## src/rtl/cacheline_adapter_pkg.sv

```systemverilog
// Shared types for the cache/memory line adapter: FSM states and line geometry.
// Pure declarations; adds no latency or flow control of its own.
package rv32i_types;

    localparam int LINE_W        = 256;
    localparam int LINE_OFFSET_W = 5;

    typedef enum logic [2:0] {
        IDLE      = 3'd0,
        WRITE     = 3'd1,
        READ_REQ  = 3'd2,
        READ_WAIT = 3'd3,
        RESP      = 3'd4,
        COOL      = 3'd5
    } adapter_state_t;

    // Clears the byte-within-line offset so bursts always start on a line boundary.
    function automatic logic [31:0] line_align(input logic [31:0] addr);
        return addr & ~((32'd1 << LINE_OFFSET_W) - 32'd1);
    endfunction

endpackage

```

## src/rtl/cacheline_adapter.sv

```systemverilog
// Line-to-burst adapter: one 256-bit dfp read/write becomes a 4-beat bmem burst, then a 1-cycle dfp_resp.
// Write: beats 1..4 cycles after accept, resp next; read: resp the cycle after the last matching beat. Only beat 0 / the read request wait on bmem_ready.
module cacheline_adapter
    import rv32i_types::*;
#(
    parameter int BEAT_W = 64,
    parameter int BEATS  = 4
) (
    input  logic                clk,
    input  logic                rst,
    input  logic [31:0]         dfp_addr,
    input  logic                dfp_read,
    input  logic                dfp_write,
    input  logic [LINE_W-1:0]   dfp_wdata,
    output logic [LINE_W-1:0]   dfp_rdata,
    output logic                dfp_resp,
    output logic [31:0]         bmem_addr,
    output logic                bmem_read,
    output logic                bmem_write,
    output logic [BEAT_W-1:0]   bmem_wdata,
    input  logic                bmem_ready,
    input  logic [31:0]         bmem_raddr,
    input  logic [BEAT_W-1:0]   bmem_rdata,
    input  logic                bmem_rvalid
);

    localparam int CNT_W = $clog2(BEATS);
    localparam logic [CNT_W-1:0] LAST_BEAT = CNT_W'(BEATS - 1);

    adapter_state_t    state_q, state_d;
    logic [31:0]       addr_q,  addr_d;
    logic [LINE_W-1:0] line_q,  line_d;
    logic [LINE_W-1:0] rdata_q, rdata_d;
    logic [CNT_W-1:0]  cnt_q,   cnt_d;

    logic beat_issue;
    logic beat_match;

    // Beat 0 needs the memory to be ready; later beats of the burst stream unconditionally.
    assign beat_issue = (cnt_q != '0) || bmem_ready;
    assign beat_match = bmem_rvalid && (bmem_raddr == addr_q);

    always_comb begin
        state_d = state_q;
        addr_d  = addr_q;
        line_d  = line_q;
        rdata_d = rdata_q;
        cnt_d   = cnt_q;

        case (state_q)
            IDLE: begin
                if (dfp_write) begin
                    addr_d  = line_align(dfp_addr);
                    line_d  = dfp_wdata;
                    cnt_d   = '0;
                    state_d = WRITE;
                end else if (dfp_read) begin
                    addr_d  = line_align(dfp_addr);
                    state_d = READ_REQ;
                end
            end
            WRITE: begin
                if (beat_issue) begin
                    cnt_d = cnt_q + CNT_W'(1);
                    if (cnt_q == LAST_BEAT) begin
                        state_d = RESP;
                    end
                end
            end
            READ_REQ: begin
                if (bmem_ready) begin
                    cnt_d   = '0;
                    state_d = READ_WAIT;
                end
            end
            READ_WAIT: begin
                // Beats tagged for another line belong to someone else's burst.
                if (beat_match) begin
                    rdata_d[cnt_q*BEAT_W +: BEAT_W] = bmem_rdata;
                    cnt_d = cnt_q + CNT_W'(1);
                    if (cnt_q == LAST_BEAT) begin
                        state_d = RESP;
                    end
                end
            end
            RESP: begin
                state_d = COOL;
            end
            COOL: begin
                // The cache drops its request during this cycle; do not re-sample it.
                state_d = IDLE;
            end
            default: begin
                state_d = IDLE;
            end
        endcase
    end

    always_ff @(posedge clk or negedge rst) begin
        if (!rst) begin
            state_q <= IDLE;
            addr_q  <= '0;
            line_q  <= '0;
            rdata_q <= '0;
            cnt_q   <= '0;
        end else begin
            state_q <= state_d;
            addr_q  <= addr_d;
            line_q  <= line_d;
            rdata_q <= rdata_d;
            cnt_q   <= cnt_d;
        end
    end

    assign dfp_rdata  = rdata_q;
    assign dfp_resp   = (state_q == RESP);
    assign bmem_addr  = addr_q;
    assign bmem_read  = (state_q == READ_REQ);
    assign bmem_write = (state_q == WRITE);
    assign bmem_wdata = (state_q == WRITE) ? line_q[cnt_q*BEAT_W +: BEAT_W] : '0;

endmodule

```

## config.mk

```make
export PLATFORM = sky130hd
export DESIGN_NAME = cacheline_adapter
export DESIGN_NICKNAME = d
export VERILOG_FILES = /design/src/rtl/cacheline_adapter_pkg.sv /design/src/rtl/cacheline_adapter.sv
export SDC_FILE = /design/constraint.sdc
export NUM_CORES = 1
export LEC_CHECK = 0
export ABC_AREA = 1
export CAP_MARGIN = 10
export CORE_AREA = 5 5 284 286
export CTS_CLUSTER_SIZE = 10
export DETAILED_ROUTE_END_ITERATION = 16
export DIE_AREA = 0 0 289 291
export SETUP_SLACK_MARGIN = 0.02
export SLEW_MARGIN = 10
export SYNTH_ARGS = -nofsm -noshare
export SYNTH_HDL_FRONTEND = slang
export SYNTH_SLANG_ARGS = --single-unit
```

## constraint.sdc

```tcl
create_clock -name clk -period 3.37 [get_ports clk]
set_input_delay 0.337 -clock clk [delete_from_list [all_inputs] [get_ports clk]]
set_output_delay 0.337 -clock clk [all_outputs]
set_load 0.1 [all_outputs]
```

; ---- After elaboration in Yosys (flattened, before gate mapping)
; Index checks and enable logic that the tools add are counted.
[op_classes]
addsub = 2
eq_ne = 11
shifts = 3
n_mux = 16
reduce_logical = 11
[ops]
columns = op, count
row1 = $bwmux W256, 1
row2 = $shift A64 B34 Y256 const A, 1
row3 = $shiftx A256 B9 Y64, 1
row4 = $shiftx A64 B34 Y256, 1
row5 = $mux W32, 2
row6 = $mux W64, 1
row7 = $neg A8 Y34, 1
row8 = $eq A32 B32 Y1, 1
row9 = $mux W3, 6
row10 = $pmux W3 S5, 1
row11 = $mux W2, 4
row12 = $pmux W2 S4, 1
row13 = $eq A3 B2 Y1 const B, 2
row14 = $reduce_and A2 Y1, 3
row15 = $reduce_and A5 Y1, 1
row16 = $ne A2 B1 Y1 const B, 2
row17 = $ne A2 B2 Y1 const B, 2
row18 = $reduce_and A4 Y1, 1
row19 = $reduce_bool A2 Y1, 2
row20 = $reduce_bool A4 Y1, 1
row21 = $eq A3 B1 Y1 const B, 1
row22 = $eq A3 B3 Y1 const B, 1
row23 = $logic_not A3 Y1, 1
row24 = $ne A3 B3 Y1 const B, 1
row25 = 4 further kinds, 4
[word_totals]
register_bits = 549
inputBits = 390
elab_cells = 48

; ---- Longest topological paths before layout
[logic_depth]
ltp_word = 4
ltp_mapped = 13
mapped_depth_nobuf = 13

; ---- Worst setup path before layout
; No wires, ideal clock.
[synth_timing]
kind = register -> output
startpoint = reg state_q[2]
endpoint = out bmem_wdata[10]
arrival_time_ns = 3.900
required_ns = 3.033
path_slack_ns = -0.867
path_stages_with_launch = 7
path_buffers = 1
path_cell_list = dfrtp_1 inv_2 nand2_1 nor2_1 inv_2 clkbuf_1 a21oi_1
[synth_via]
elab_chain_cells = 2
[synth_lines]
columns = item, line
row1 = from (decl), cacheline_adapter.sv:30  ; adapter_state_t state_q, state_d;
row2 = from (signal assigned), cacheline_adapter.sv:107  ; state_q <= state_d;
row3 = $eq A3 B1 Y1, --
row4 = net bmem_write, cacheline_adapter.sv:19  ; output logic bmem_write,
row5 = $mux W64, cacheline_adapter.sv:120  ; assign bmem_wdata = (state_q == WRITE) ? line_q[cnt_q*BEAT_W +: BEAT_W] : '0;
row6 = to (decl), cacheline_adapter.sv:20  ; output logic [BEAT_W-1:0] bmem_wdata,
; The timed path passes the listed nets, and every way through them passes these cells.

; ---- Worst setup path in the final report
[layout_timing]
startpoint = reg cnt_q[0]
endpoint = out bmem_wdata[28]
[layout_via]
elab_chain_cells = 2
[layout_lines]
columns = item, line
row1 = from (decl), cacheline_adapter.sv:34  ; logic [CNT_W-1:0] cnt_q, cnt_d;
row2 = from (signal assigned), cacheline_adapter.sv:111  ; cnt_q <= cnt_d;
row3 = $shiftx A256 B9 Y64, cacheline_adapter.sv:120
row4 = $mux W64, cacheline_adapter.sv:120
; No other way between the ends.

==> results.sh <==
export IMPL_place_congestion=0.877
export IMPL_setup_viol=0
export IMPL_cts_setup_buffers=0
export IMPL_areaGrowthSynthToFinish_pct=41.6
export IMPL_fin_nets=3965
export IMPL_routedWlPerCell_microns=21.6
export IMPL_placed_cell_area_sq_um=35400
export IMPL_cts_root_buf="clkbuf_16"
export IMPL_die_h_microns=291
export IMPL_worst_pin_slew_ns=1.10
export IMPL_vias=23559
export IMPL_r2r_end="dfp_rdata[125]"
export IMPL_h_tree_depth=3
export IMPL_start_util=0.338
export IMPL_ys_ff_latch=544
export IMPL_holdWs_ns=0.301
export IMPL_critical_path_max_fanout=84
export IMPL_regToRegStartpoint="cnt_q[0]"
export IMPL_finClkSkew_ns=0.0200
export IMPL_rows=103
export IMPL_r2r_cells=5
export IMPL_tns_ns=0
export IMPL_synth_simple_area_share=0.253
export IMPL_yosysWarnings=0
export IMPL_cts_tree="done"
export IMPL_synthAdderAreaFrac=0.00284
export IMPL_post_layout_nonfiller_instances=4660
export IMPL_fin_crit_ns=2.98
export IMPL_drive_gt1_frac=0.166
export IMPL_ys_types=28
export IMPL_endpoint_kind="primary output"
export IMPL_cp_arrival_ns=2.65
export IMPL_relSlewSlack=0.262
export IMPL_avgSynthCellArea_sq_um=8.98
export IMPL_layout_commonest_cell="clkdlybuf4s50_1"
export IMPL_worstPathRequired_ns=3.03
export IMPL_muxShareOfSynthArea=0.113
export IMPL_dp_cells=4548
export IMPL_final_cell_mix="642 x clkdlybuf4s50_1, 622 x nand2_1, 542 x dfrtp_1"
export IMPL_dp_hpwl_mm=70.3
export IMPL_core_area_sq_um=78100
export IMPL_io_buffers=734
export IMPL_seq_area_frac_synth=0.515
export IMPL_dr_first_iter_drc_count=1719
export IMPL_grt_pass1_wl_mm=150
export IMPL_r2r_slack_ns=0.82
export IMPL_viasPerCell=5.06
export IMPL_worstSetupEndpoint="bmem_wdata[28]"
export IMPL_antenna_found_initial=28
export IMPL_cap_violations=0
export IMPL_ctsResizeCount=0
export IMPL_synthesis_area_sq_um=26400
export IMPL_power_static_leakage_nw=17.0
export IMPL_fmax_mhz=335
export IMPL_grt_ovfl_total=0
export IMPL_synth_xor_area_frac=0.00265
export IMPL_grt_util_all_layers=0.231
export IMPL_synthCells=2941
export IMPL_cts_buffer_depth=3
export IMPL_die_w_microns=289
export IMPL_grt_max_degree=129
export IMPL_hold_class="in -> async"
export IMPL_synth_compound_area_frac=0.0417
export IMPL_power_density_nw_per_um2=848
export IMPL_dieArea_sq_um=84100
export IMPL_holdBufCountCts=1
export IMPL_synth_area_leaders="dfrtp_1 52%, mux2_2 11%, nand2_1 8.9%, nor2_1 6.2%, nand4_1 6.1%"
export IMPL_period_share=0.885
export IMPL_crit_type="reg -> out"
export IMPL_drtPass1Iterations=5
export IMPL_synth_largest_area_cell="dfrtp_1"
export IMPL_slew_violations=0
export IMPL_rsz0062_at_grt="false"
export IMPL_drc=0
export IMPL_clk_pin_slew_ns=0.06
export IMPL_final_cell_area_sq_um=37400
export IMPL_synth_top_family_by_area="simple AND/OR/NAND/NOR gates"
export IMPL_cts_buffers=68
export IMPL_drt_wl_total_mm=100
export IMPL_ir_drop_uv=618
export IMPL_clock_sinks=544
export IMPL_hold_viol=0
export IMPL_grt_pass1_vias=23278
export IMPL_synth_top_area_frac=0.515
export IMPL_clock_latency_ns=0.60
export IMPL_outcome="finished, final reports clean"
export IMPL_crit_start="cnt_q[0]"
export IMPL_antenna_left=0
export IMPL_io_pins=745
export IMPL_start_kind="flip-flop"
## stage by stage
stage	power [mW]	worst slack, ns	utilization
2_1_floorplan	19.7	0.136	-
3_3_place_gp	24.9	0.555	0.453
3_5_place_dp	25.1	0.566	0.453
4_1_cts	32.0	0.325	0.479
5_1_grt	33.4	0.255	0.479
6_report	31.7	0.387	0.479
## sequential cells by signal, summed over array words and instances, names as in the netlist
signal	cells
cnt_q	2
dfp_rdata	256
line_q	256
bmem_addr	27
state_q	3
## how the worst min path moves through the flow
stage                 startpoint             end  slack [ns]
global placement             rst  dfp_rdata[217]        0.36
detailed placement           rst  dfp_rdata[217]        0.36
floorplan                    rst   bmem_addr[10]        0.04
CTS                 dfp_addr[23]   bmem_addr[23]        0.27
global route        dfp_addr[23]   bmem_addr[23]        0.28
finish                       rst  dfp_rdata[217]        0.30
## power breakdown
part           internal (mW)  switching [mW]  total [mW]
clock network           3.97            2.84        6.81
registers               8.32           0.947        9.27
logic                   5.30            10.3        15.6
total                   17.6            14.1        31.7
## critical path, stage by stage, from the launching register on
cell and delay (ns):
dfrtp_4 0.53, inv_4 0.17, buf_12 0.33, buf_4 0.31, o21ai_0 0.22, a21oi_2 0.23, buf_12 0.20
## synth_stat cells, drive strengths merged
| cell type | number |
|---|---|
| clkbuf | 128 |
| nor2 | 441 |
| nand3b | 2 |
| a21oi | 84 |
| nand3 | 69 |
| o21ai | 135 |
| o22ai | 1 |
| ha | 6 |
| buf | 118 |
| nand4 | 256 |
| inv | 126 |
| conb | 1 |
| xor2 | 2 |
| clkinv | 2 |
| or2 | 1 |
| dfrtp | 544 |
| nor3 | 129 |
| mux2 | 265 |
| xnor2 | 6 |
| nand2 | 625 |
## kinds of logic (layout without fill, tap and decap cells)
family,Yosys count,in the layout
flops,544,544
compound gates,220,220
other cells,1,18
fa+ha+maj,6,6
simple gates,1523,1523
xor+xnor,8,8
mux,265,265
buf+inv,374,1026
## routing by layer
layer,up-vias,share of wire,global-route usage
li1,11078,-,-
met1,11359,0.39,0.291
met2,908,0.48,0.374
met3,186,0.098,0.0762
met4,28,0.032,0.0773
met5,-,0.0017,0
## area by class of cell
cell class / count / area, sq um
sequential: 544 / 13600
inverter: 128 / 488
fill: 7497 / 40700
antenna: 13 / 32.5
clock buffer: 90 / 1890
tap: 1050 / 1310
multi-input combinational: 2027 / 11200
clock inverter: 8 / 111
timing repair buffer: 800 / 8710
Power figures use the tool's default switching activity.
